--- src/rtl/ccu_snoop_arb.sv ---
// ccu_snoop_arb: shares the single CCU snoop port (AC/CR/CD) between NoReq
// snoop-issuing FSMs. One requester owns the AC grant at a time. CR/CD routing
// stays locked to that requester until its snoop completes.
// Optional feature macro: CCU_SNOOP_ARB_RR_EN.
//   Defined:   round-robin arbitration.
//   Undefined: fixed priority, lowest index wins.

package ccu_snoop_pkg;

  typedef struct packed {
    logic [31:0] addr;
    logic [3:0]  snoop;
    logic [2:0]  prot;
  } ac_chan_t;

  typedef struct packed {
    logic [63:0] data;
    logic        last;
  } cd_chan_t;

  typedef struct packed {
    logic     ac_valid;
    ac_chan_t ac;
    logic     cr_ready;
    logic     cd_ready;
  } snoop_req_t;

  // cr_resp bit 0 is DataTransfer and bit 1 is Error.
  typedef struct packed {
    logic       ac_ready;
    logic       cr_valid;
    logic [4:0] cr_resp;
    logic       cd_valid;
    cd_chan_t   cd;
  } snoop_resp_t;

endpackage

module ccu_snoop_arb #(
  parameter int unsigned NoReq   = 2,
  parameter int unsigned CdBeats = 4,
  parameter type snoop_req_t     = ccu_snoop_pkg::snoop_req_t,
  parameter type snoop_resp_t    = ccu_snoop_pkg::snoop_resp_t
) (
  input  logic                       clk_i,
  input  logic                       rst_ni,
  input  snoop_req_t                 slv_snoop_req_i  [NoReq],
  output snoop_resp_t                slv_snoop_resp_o [NoReq],
  output snoop_req_t                 mst_snoop_req_o,
  input  snoop_resp_t                mst_snoop_resp_i,
  output logic                       busy_o,
  output logic [$clog2(NoReq)-1:0]   gnt_idx_o,
  output logic                       cd_len_err_o
);

  localparam int unsigned IdxW   = $clog2(NoReq);
  localparam int unsigned CntW   = $clog2(CdBeats + 1);
  localparam int unsigned CntMax = (1 << CntW) - 1;

  typedef enum logic [1:0] {
    IDLE,
    AC_HOLD,
    WAIT_CR,
    WAIT_CD
  } state_e;

  state_e            r_state, w_state_d;
  logic [IdxW-1:0]   r_idx, w_idx_d;
  logic [CntW-1:0]   r_beat_cnt, w_beat_cnt_d;
  logic [IdxW-1:0]   w_start;
  logic [IdxW-1:0]   w_winner;
  logic              w_found;
  logic [IdxW-1:0]   w_sel;
  logic              w_ac_valid;
  logic              w_cr_hs;
  logic              w_cd_hs;
  logic              w_len_err;

  // Requester index modulo NoReq, used for the wrapping search and pointer.
  function automatic logic [IdxW-1:0] wrap_idx(input int unsigned v);
    return IdxW'(v % NoReq);
  endfunction

`ifdef CCU_SNOOP_ARB_RR_EN
  logic [IdxW-1:0] r_rr_ptr, w_rr_ptr_d;

  assign w_start = r_rr_ptr;

  // Round-robin pointer: moves past the requester whose AC just handshook.
  always_ff @(posedge clk_i or negedge rst_ni) begin
    if (!rst_ni) r_rr_ptr <= '0;
    else         r_rr_ptr <= w_rr_ptr_d;
  end
`else
  assign w_start = '0;
`endif

  // Winner search: first requester with ac_valid from w_start upward, wrapping.
  always_comb begin
    w_found  = 1'b0;
    w_winner = '0;
    for (int unsigned k = 0; k < NoReq; k++) begin
      if (!w_found && slv_snoop_req_i[wrap_idx(32'(w_start) + k)].ac_valid) begin
        w_found  = 1'b1;
        w_winner = wrap_idx(32'(w_start) + k);
      end
    end
  end

  assign w_sel   = (r_state == IDLE) ? w_winner : r_idx;
  assign w_cr_hs = (r_state == WAIT_CR) && mst_snoop_resp_i.cr_valid &&
                   slv_snoop_req_i[r_idx].cr_ready;
  assign w_cd_hs = (r_state == WAIT_CD) && mst_snoop_resp_i.cd_valid &&
                   slv_snoop_req_i[r_idx].cd_ready;

  // Combinational routing: payloads pass/broadcast, valids and readies gated.
  always_comb begin
    w_ac_valid      = 1'b0;
    mst_snoop_req_o = '0;
    mst_snoop_req_o.ac = slv_snoop_req_i[w_sel].ac;
    for (int unsigned i = 0; i < NoReq; i++) begin
      slv_snoop_resp_o[i]         = '0;
      slv_snoop_resp_o[i].cr_resp = mst_snoop_resp_i.cr_resp;
      slv_snoop_resp_o[i].cd      = mst_snoop_resp_i.cd;
    end
    case (r_state)
      IDLE: begin
        w_ac_valid = w_found;
        slv_snoop_resp_o[w_sel].ac_ready = w_found & mst_snoop_resp_i.ac_ready;
      end
      AC_HOLD: begin
        w_ac_valid = slv_snoop_req_i[r_idx].ac_valid;
        slv_snoop_resp_o[r_idx].ac_ready = mst_snoop_resp_i.ac_ready;
      end
      WAIT_CR: begin
        mst_snoop_req_o.cr_ready         = slv_snoop_req_i[r_idx].cr_ready;
        slv_snoop_resp_o[r_idx].cr_valid = mst_snoop_resp_i.cr_valid;
      end
      WAIT_CD: begin
        mst_snoop_req_o.cd_ready         = slv_snoop_req_i[r_idx].cd_ready;
        slv_snoop_resp_o[r_idx].cd_valid = mst_snoop_resp_i.cd_valid;
      end
      default: ;
    endcase
    mst_snoop_req_o.ac_valid = w_ac_valid;
  end

  // Next-state logic, grant lock, beat counting and length checking.
  always_comb begin
    w_state_d    = r_state;
    w_idx_d      = r_idx;
    w_beat_cnt_d = r_beat_cnt;
    w_len_err    = 1'b0;
`ifdef CCU_SNOOP_ARB_RR_EN
    w_rr_ptr_d   = r_rr_ptr;
`endif
    case (r_state)
      IDLE: begin
        if (w_found) begin
          w_idx_d = w_winner;
          if (mst_snoop_resp_i.ac_ready) begin
            w_state_d = WAIT_CR;
`ifdef CCU_SNOOP_ARB_RR_EN
            w_rr_ptr_d = wrap_idx(32'(w_winner) + 1);
`endif
          end else begin
            w_state_d = AC_HOLD;
          end
        end
      end
      AC_HOLD: begin
        if (slv_snoop_req_i[r_idx].ac_valid && mst_snoop_resp_i.ac_ready) begin
          w_state_d = WAIT_CR;
`ifdef CCU_SNOOP_ARB_RR_EN
          w_rr_ptr_d = wrap_idx(32'(r_idx) + 1);
`endif
        end
      end
      WAIT_CR: begin
        if (w_cr_hs) begin
          if (mst_snoop_resp_i.cr_resp[0]) begin
            w_state_d    = WAIT_CD;
            w_beat_cnt_d = '0;
          end else begin
            w_state_d = IDLE;
          end
        end
      end
      WAIT_CD: begin
        if (w_cd_hs) begin
          if (r_beat_cnt != CntW'(CntMax)) w_beat_cnt_d = r_beat_cnt + 1'b1;
          if (mst_snoop_resp_i.cd.last) begin
            w_state_d = IDLE;
            if ((32'(r_beat_cnt) + 32'd1) != CdBeats) w_len_err = 1'b1;
          end
        end
      end
      default: w_state_d = IDLE;
    endcase
  end

  // FSM state register.
  always_ff @(posedge clk_i or negedge rst_ni) begin
    if (!rst_ni) r_state <= IDLE;
    else         r_state <= w_state_d;
  end

  // Locked requester index and CD beat counter.
  always_ff @(posedge clk_i or negedge rst_ni) begin
    if (!rst_ni) begin
      r_idx      <= '0;
      r_beat_cnt <= '0;
    end else begin
      r_idx      <= w_idx_d;
      r_beat_cnt <= w_beat_cnt_d;
    end
  end

  assign busy_o       = (r_state != IDLE) | w_ac_valid;
  assign gnt_idx_o    = w_sel;
  assign cd_len_err_o = w_len_err;

endmodule

--- config.mk ---
export PLATFORM = sky130hd
export DESIGN_NAME = ccu_snoop_arb
export DESIGN_NICKNAME = d
export VERILOG_FILES = /design/src/rtl/ccu_snoop_arb.sv
export SDC_FILE = /design/constraint.sdc
export NUM_CORES = 1
export LEC_CHECK = 0
export CAP_MARGIN = 20
export CORE_AREA = 4 4 133 135
export DETAILED_ROUTE_END_ITERATION = 8
export DIE_AREA = 0 0 137 139
export SKIP_CTS_REPAIR_TIMING = 1
export SLEW_MARGIN = 10
export SYNTH_ARGS = -nofsm -noshare
export SYNTH_HDL_FRONTEND = slang
export SYNTH_SLANG_ARGS = --single-unit
--- constraint.sdc ---
create_clock -name clk_i -period 1.57 [get_ports clk_i]
set_input_delay 0.2355 -clock clk_i [delete_from_list [all_inputs] [get_ports clk_i]]
set_output_delay 0.2355 -clock clk_i [all_outputs]
set_load 0.02 [all_outputs]
[Word-level counts from Yosys, hierarchy flattened]
Cells that the tools add are included.
Storage, ports and cells
  register bits: 6
  bits of input ports: 159
  output and inout bits: 191
  word-level logic and storage cells: 83
Operators by class
  add/sub/neg operators: 2
  $lt $le $gt $ge: 4
  equal/unequal tests: 12
  mux-type cells: 43
  bitwise logic cells: 4
  reduce and logical (&&, ||, !) cells: 15
Operators by type and width (count)
  146-bit bitwise mux: 4
  146-bit case mux with 4 select lines: 1
  73-bit demux with 1-bit select: 4
  73-bit 2-to-1 mux: 2
  42-bit 2-to-1 mux: 3
  41-bit 2-to-1 mux: 3
  72-bit 2-to-1 mux: 1
  66-bit 2-to-1 mux: 1
  2-bit 2-to-1 mux: 7
  3-bit 2-to-1 mux: 4
  2-bit != test (second input constant): 6
  1-bit 2-to-1 mux: 10
  5-bit AND reduction: 2
  1-bit logical AND: 8
  2-bit case mux with 4 select lines: 1
  3-bit case mux with 2 select lines: 1
  3-bit by 1-bit adder with 4-bit output (second input constant): 1
  2-bit equality test (second input constant): 2
  2-bit >= comparator (second input constant): 2
  2-bit by 1-bit less-than comparator with 1-bit output (second input constant): 2
  4-bit by 3-bit != test with 1-bit output (second input constant): 1
  1-bit NOT with 2-bit output: 2
  2-bit nonzero test: 2
  3-bit by 1-bit adder with 3-bit output (second input constant): 1
  9 further kinds: 9

[Depth between registers and ports, before layout]
  depth after elaboration: 12
  gate-level depth with buffers: 5
  depth with buffers taken out: 5

[Least setup slack after synthesis]
OpenSTA, ideal clock, no wires.
  kind: register to output
  start: register r_state[0]
  end: output mst_snoop_req_o[2] (netlist bit)
  data arrival time: 1.498 ns
  data required time: 1.334 ns
  setup slack: -0.163 ns
  stages on the path, launching flop included: 5
  path buffers: 1
  cells stage by stage: dfrtp_1 nor2_4 mux2i_4 buf_6 mux2_2
RTL lines
  start, declared: line 67  | state_e r_state, w_state_d;
  start signal, assigned: line 205  | else r_state <= w_state_d;
  end, declared: line 49  | output snoop_req_t mst_snoop_req_o,

==> results.yml <==
outcome:
  run_status: "finished, violations left"
  violations: "setup timing"
power_and_ir_drop:
  power_w: 0.00524
  p_leak_nw: 1.68
  ir_drop_mv: 0.505
  p_per_area_nw_per_um2: 1490
critical_path:
  cp_cell_sequence: "nor2_4 > mux2i_4 > buf_12 > buf_8 > mux2_4 > clkbuf_2"
  critPathMaxFanout: 8
  crit_buf_inv: 3
  arrival_ns: 1.88
  path_delay_family: "multiplexers"
  cp.required_ns: 1.33
  cp-end-kind: "primary output"
  worst-setup-path-type: "register to primary output"
  cpPeakStageDelay_ns: 0.39
  start_kind: "register"
  crit_slowest_cell: "dfrtp_1"
timing:
  fmax_ghz: 0.473
  clock_skew_ns: 0.00169
  worst_pin_slew_ns: 0.303
  finalCritPeriodShare_pct: 135
  hold_slack_ns: 0.262
  grt_setup_unrepaired: "yes"
  drv_slew: 0
  relSlewSlack_pct: 79.7
  hold_viol_final: 0
  finalCriticalPeriod_ns: 2.11
  setup_viol: 51
  setup_ws_ns: -0.544
synth:
  synthCells: 255
  synth_top_cell_area_share_pct: 28.0
  syn_area_per_cell_um2: 7.57
  netlist_area_um2: 1930
  synthTopCellsByArea: "buf_4 28%, mux2_2 20%, clkbuf_1 14%"
  synth_nets: 416
  ys_ff_latch: 6
  ys_types: 34
  synth.largest_area_cell: "buf_4"
  yosys_warnings: 0
  ys_seq_area_share_pct: 7.78
job:
  maxCapViolations: 0
placement:
  postPlaceCellArea_um2: 3130
  dp.cells: 498
  place.gp.congestion: 0.681
  dp_hpwl_um: 6730
  portBuffers: 145
floorplan:
  core-area_um2: 16500
  fp-row-count: 47
  dieArea_um2: 19000
  initial_utilization_pct: 11.7
  die_w_um: 137
  ios: 350
  die_h_um: 139
global_route:
  grt_pass1_vias: 1757
  grtUsageMet1_pct: 6.28
  grt_usage_pct: 7.14
  grt_pass1_wl_um: 10500
  busiest_layer: "met2"
  use_met2_pct: 11.7
  grt_max_degree: 33
  grt.met3_usage_pct: 6.28
  grt-ovfl-total: 0
  antenna_found_initial: 0
clocking:
  ctsHtreeMaxLevel: 1
  cts_inserted_buffers: 3
  clockBufferDepth: 2
  cts-root-buf: "clkbuf_16"
  cts.sinks: 6
  cts.clk_slew.worst_paths_ns: 0.03
  cts_tree: "built"
  clkLatencyLatePin_ns: 0.23
detailed_routing:
  antenna_left: 0
  via_per_inst: 3.38
  drt_first_pass_iters: 4
  first_iter_violations: 18
  wl_um: 8470
  drc: 0
  num_vias: 1723
  avgRoutedWirePerCell_um: 16.6
cells_and_area:
  nNetsFinal: 452
  area_growth_syn_to_layout_pct: 82.8
  antennaDiodeCount: 0
  final_util_pct: 21.4
  layout-drive-gt1-share_pct: 51.7
  instances_no_fill: 510
  design_area_um2: 3530
  layout_commonest_cell: "clkdlybuf4s50_1"
  final_cell_mix: "89 x clkdlybuf4s50_1, 42 x mux2_4, 36 x buf_6, 23 x buf_4, 14 x dlymetal6s2s_1"
hold_path:
  hp-class: "input pin to async pin"
==> area by class of cell <==
class	instances	area [um^2]
flip-flops and latches	6	151
clock buffers	4	78.8
well taps	220	275
fillers	1778	12900
multi-input cells	95	1170
inverters	6	22.5
repair buffers	179	1830
==> final timing paths <==
path / from / end / slack [ns] / depth (start not counted)
min reg2reg: r_beat_cnt[0]$_DFFE_PN0P_ / r_beat_cnt[0]$_DFFE_PN0P_ / 0.58 / 1
max reg2reg: r_idx$_DFFE_PN0P_ / r_state[0]$_DFFE_PN0P_ / -0.15 / 7
min: rst_ni / r_state[0]$_DFFE_PN0P_ / 0.26 / 1
max in group asynchronous: rst_ni / r_state[1]$_DFFE_PN0P_ / 1.06 / 1
min in group clk_i: slv_snoop_req_i[83] / r_idx$_DFFE_PN0P_ / 0.41 / 3
max: r_state[0]$_DFFE_PN0P_ / mst_snoop_req_o[21] / -0.54 / 6
==> cell usage after synthesis <==
| cell type | n |
|---|---|
| mux2i_4 | 1 |
| clkbuf_1 | 70 |
| mux2_2 | 34 |
| nor3_2 | 1 |
| a211oi_1 | 1 |
| o22ai_1 | 1 |
| and2b_1 | 1 |
| nand2_2 | 1 |
| buf_6 | 5 |
| nor2_4 | 1 |
| a31oi_1 | 1 |
| inv_1 | 6 |
| nand2_1 | 3 |
| mux2i_1 | 4 |
| nand3b_4 | 1 |
| mux2_4 | 7 |
| ha_1 | 2 |
| o21ba_4 | 1 |
| nand2b_1 | 2 |
| buf_4 | 72 |
| and3_1 | 2 |
| a2bb2oi_2 | 1 |
| a21oi_1 | 4 |
| nor2b_1 | 1 |
| nor2_1 | 13 |
| nor3_1 | 2 |
| dfrtp_1 | 6 |
| a2111oi_2 | 1 |
| buf_2 | 1 |
| mux2_1 | 3 |
| nor2_2 | 1 |
| a2bb2oi_1 | 1 |
| o21ba_1 | 1 |
| nand3_1 | 3 |
==> flip-flops by register name, indices dropped and copies added (netlist names) <==
signal and flops:
r_beat_cnt 3, r_state 2, r_idx 1
==> per-layer routing <==
layer | wire [um] | vias to the layer above
met5 | 0 | -
met4 | 146 | 0
met3 | 1640 | 17
met2 | 4020 | 187
met1 | 2650 | 756
li1 | - | 763
==> kinds of logic (layout without fill, tap and decap cells) <==
group | Yosys count | count (layout) | synth area share [%]
compound gates | 12 | 12 | 5.45
fa+ha+maj | 2 | 2 | 1.30
buf+inv | 154 | 189 | 46.0
flops | 6 | 6 | 7.78
mux | 49 | 49 | 30.3
simple gates | 32 | 32 | 9.21
==> stage by stage <==
step | setup TNS, ns | worst slack [ns]
detailed placement | -40.80 | -0.957
floorplan | -4.48 | -0.116
global placement | -41.19 | -0.941
global route | -25.31 | -0.609
CTS | -43.13 | -1.00
finish | -21.76 | -0.544
==> worst reg2reg max path, stage by stage, from the launching register on <==
cell     delay [ns]
dfrtp_1        0.40
buf_6          0.14
buf_6          0.13
mux2i_4        0.18
buf_6          0.13
o21ba_4        0.20
a21oi_2        0.12
mux2_4         0.30
==> report_power, final <==
group / total (W) / switching [W] / internal [W]
registers: 0.000269 / 0.0000567 / 0.000212
clock network: 0.000426 / 0.0000891 / 0.000337
logic: 0.00455 / 0.00197 / 0.00258
total: 0.00524 / 0.00212 / 0.00313
Power figures use the tool's default switching activity.
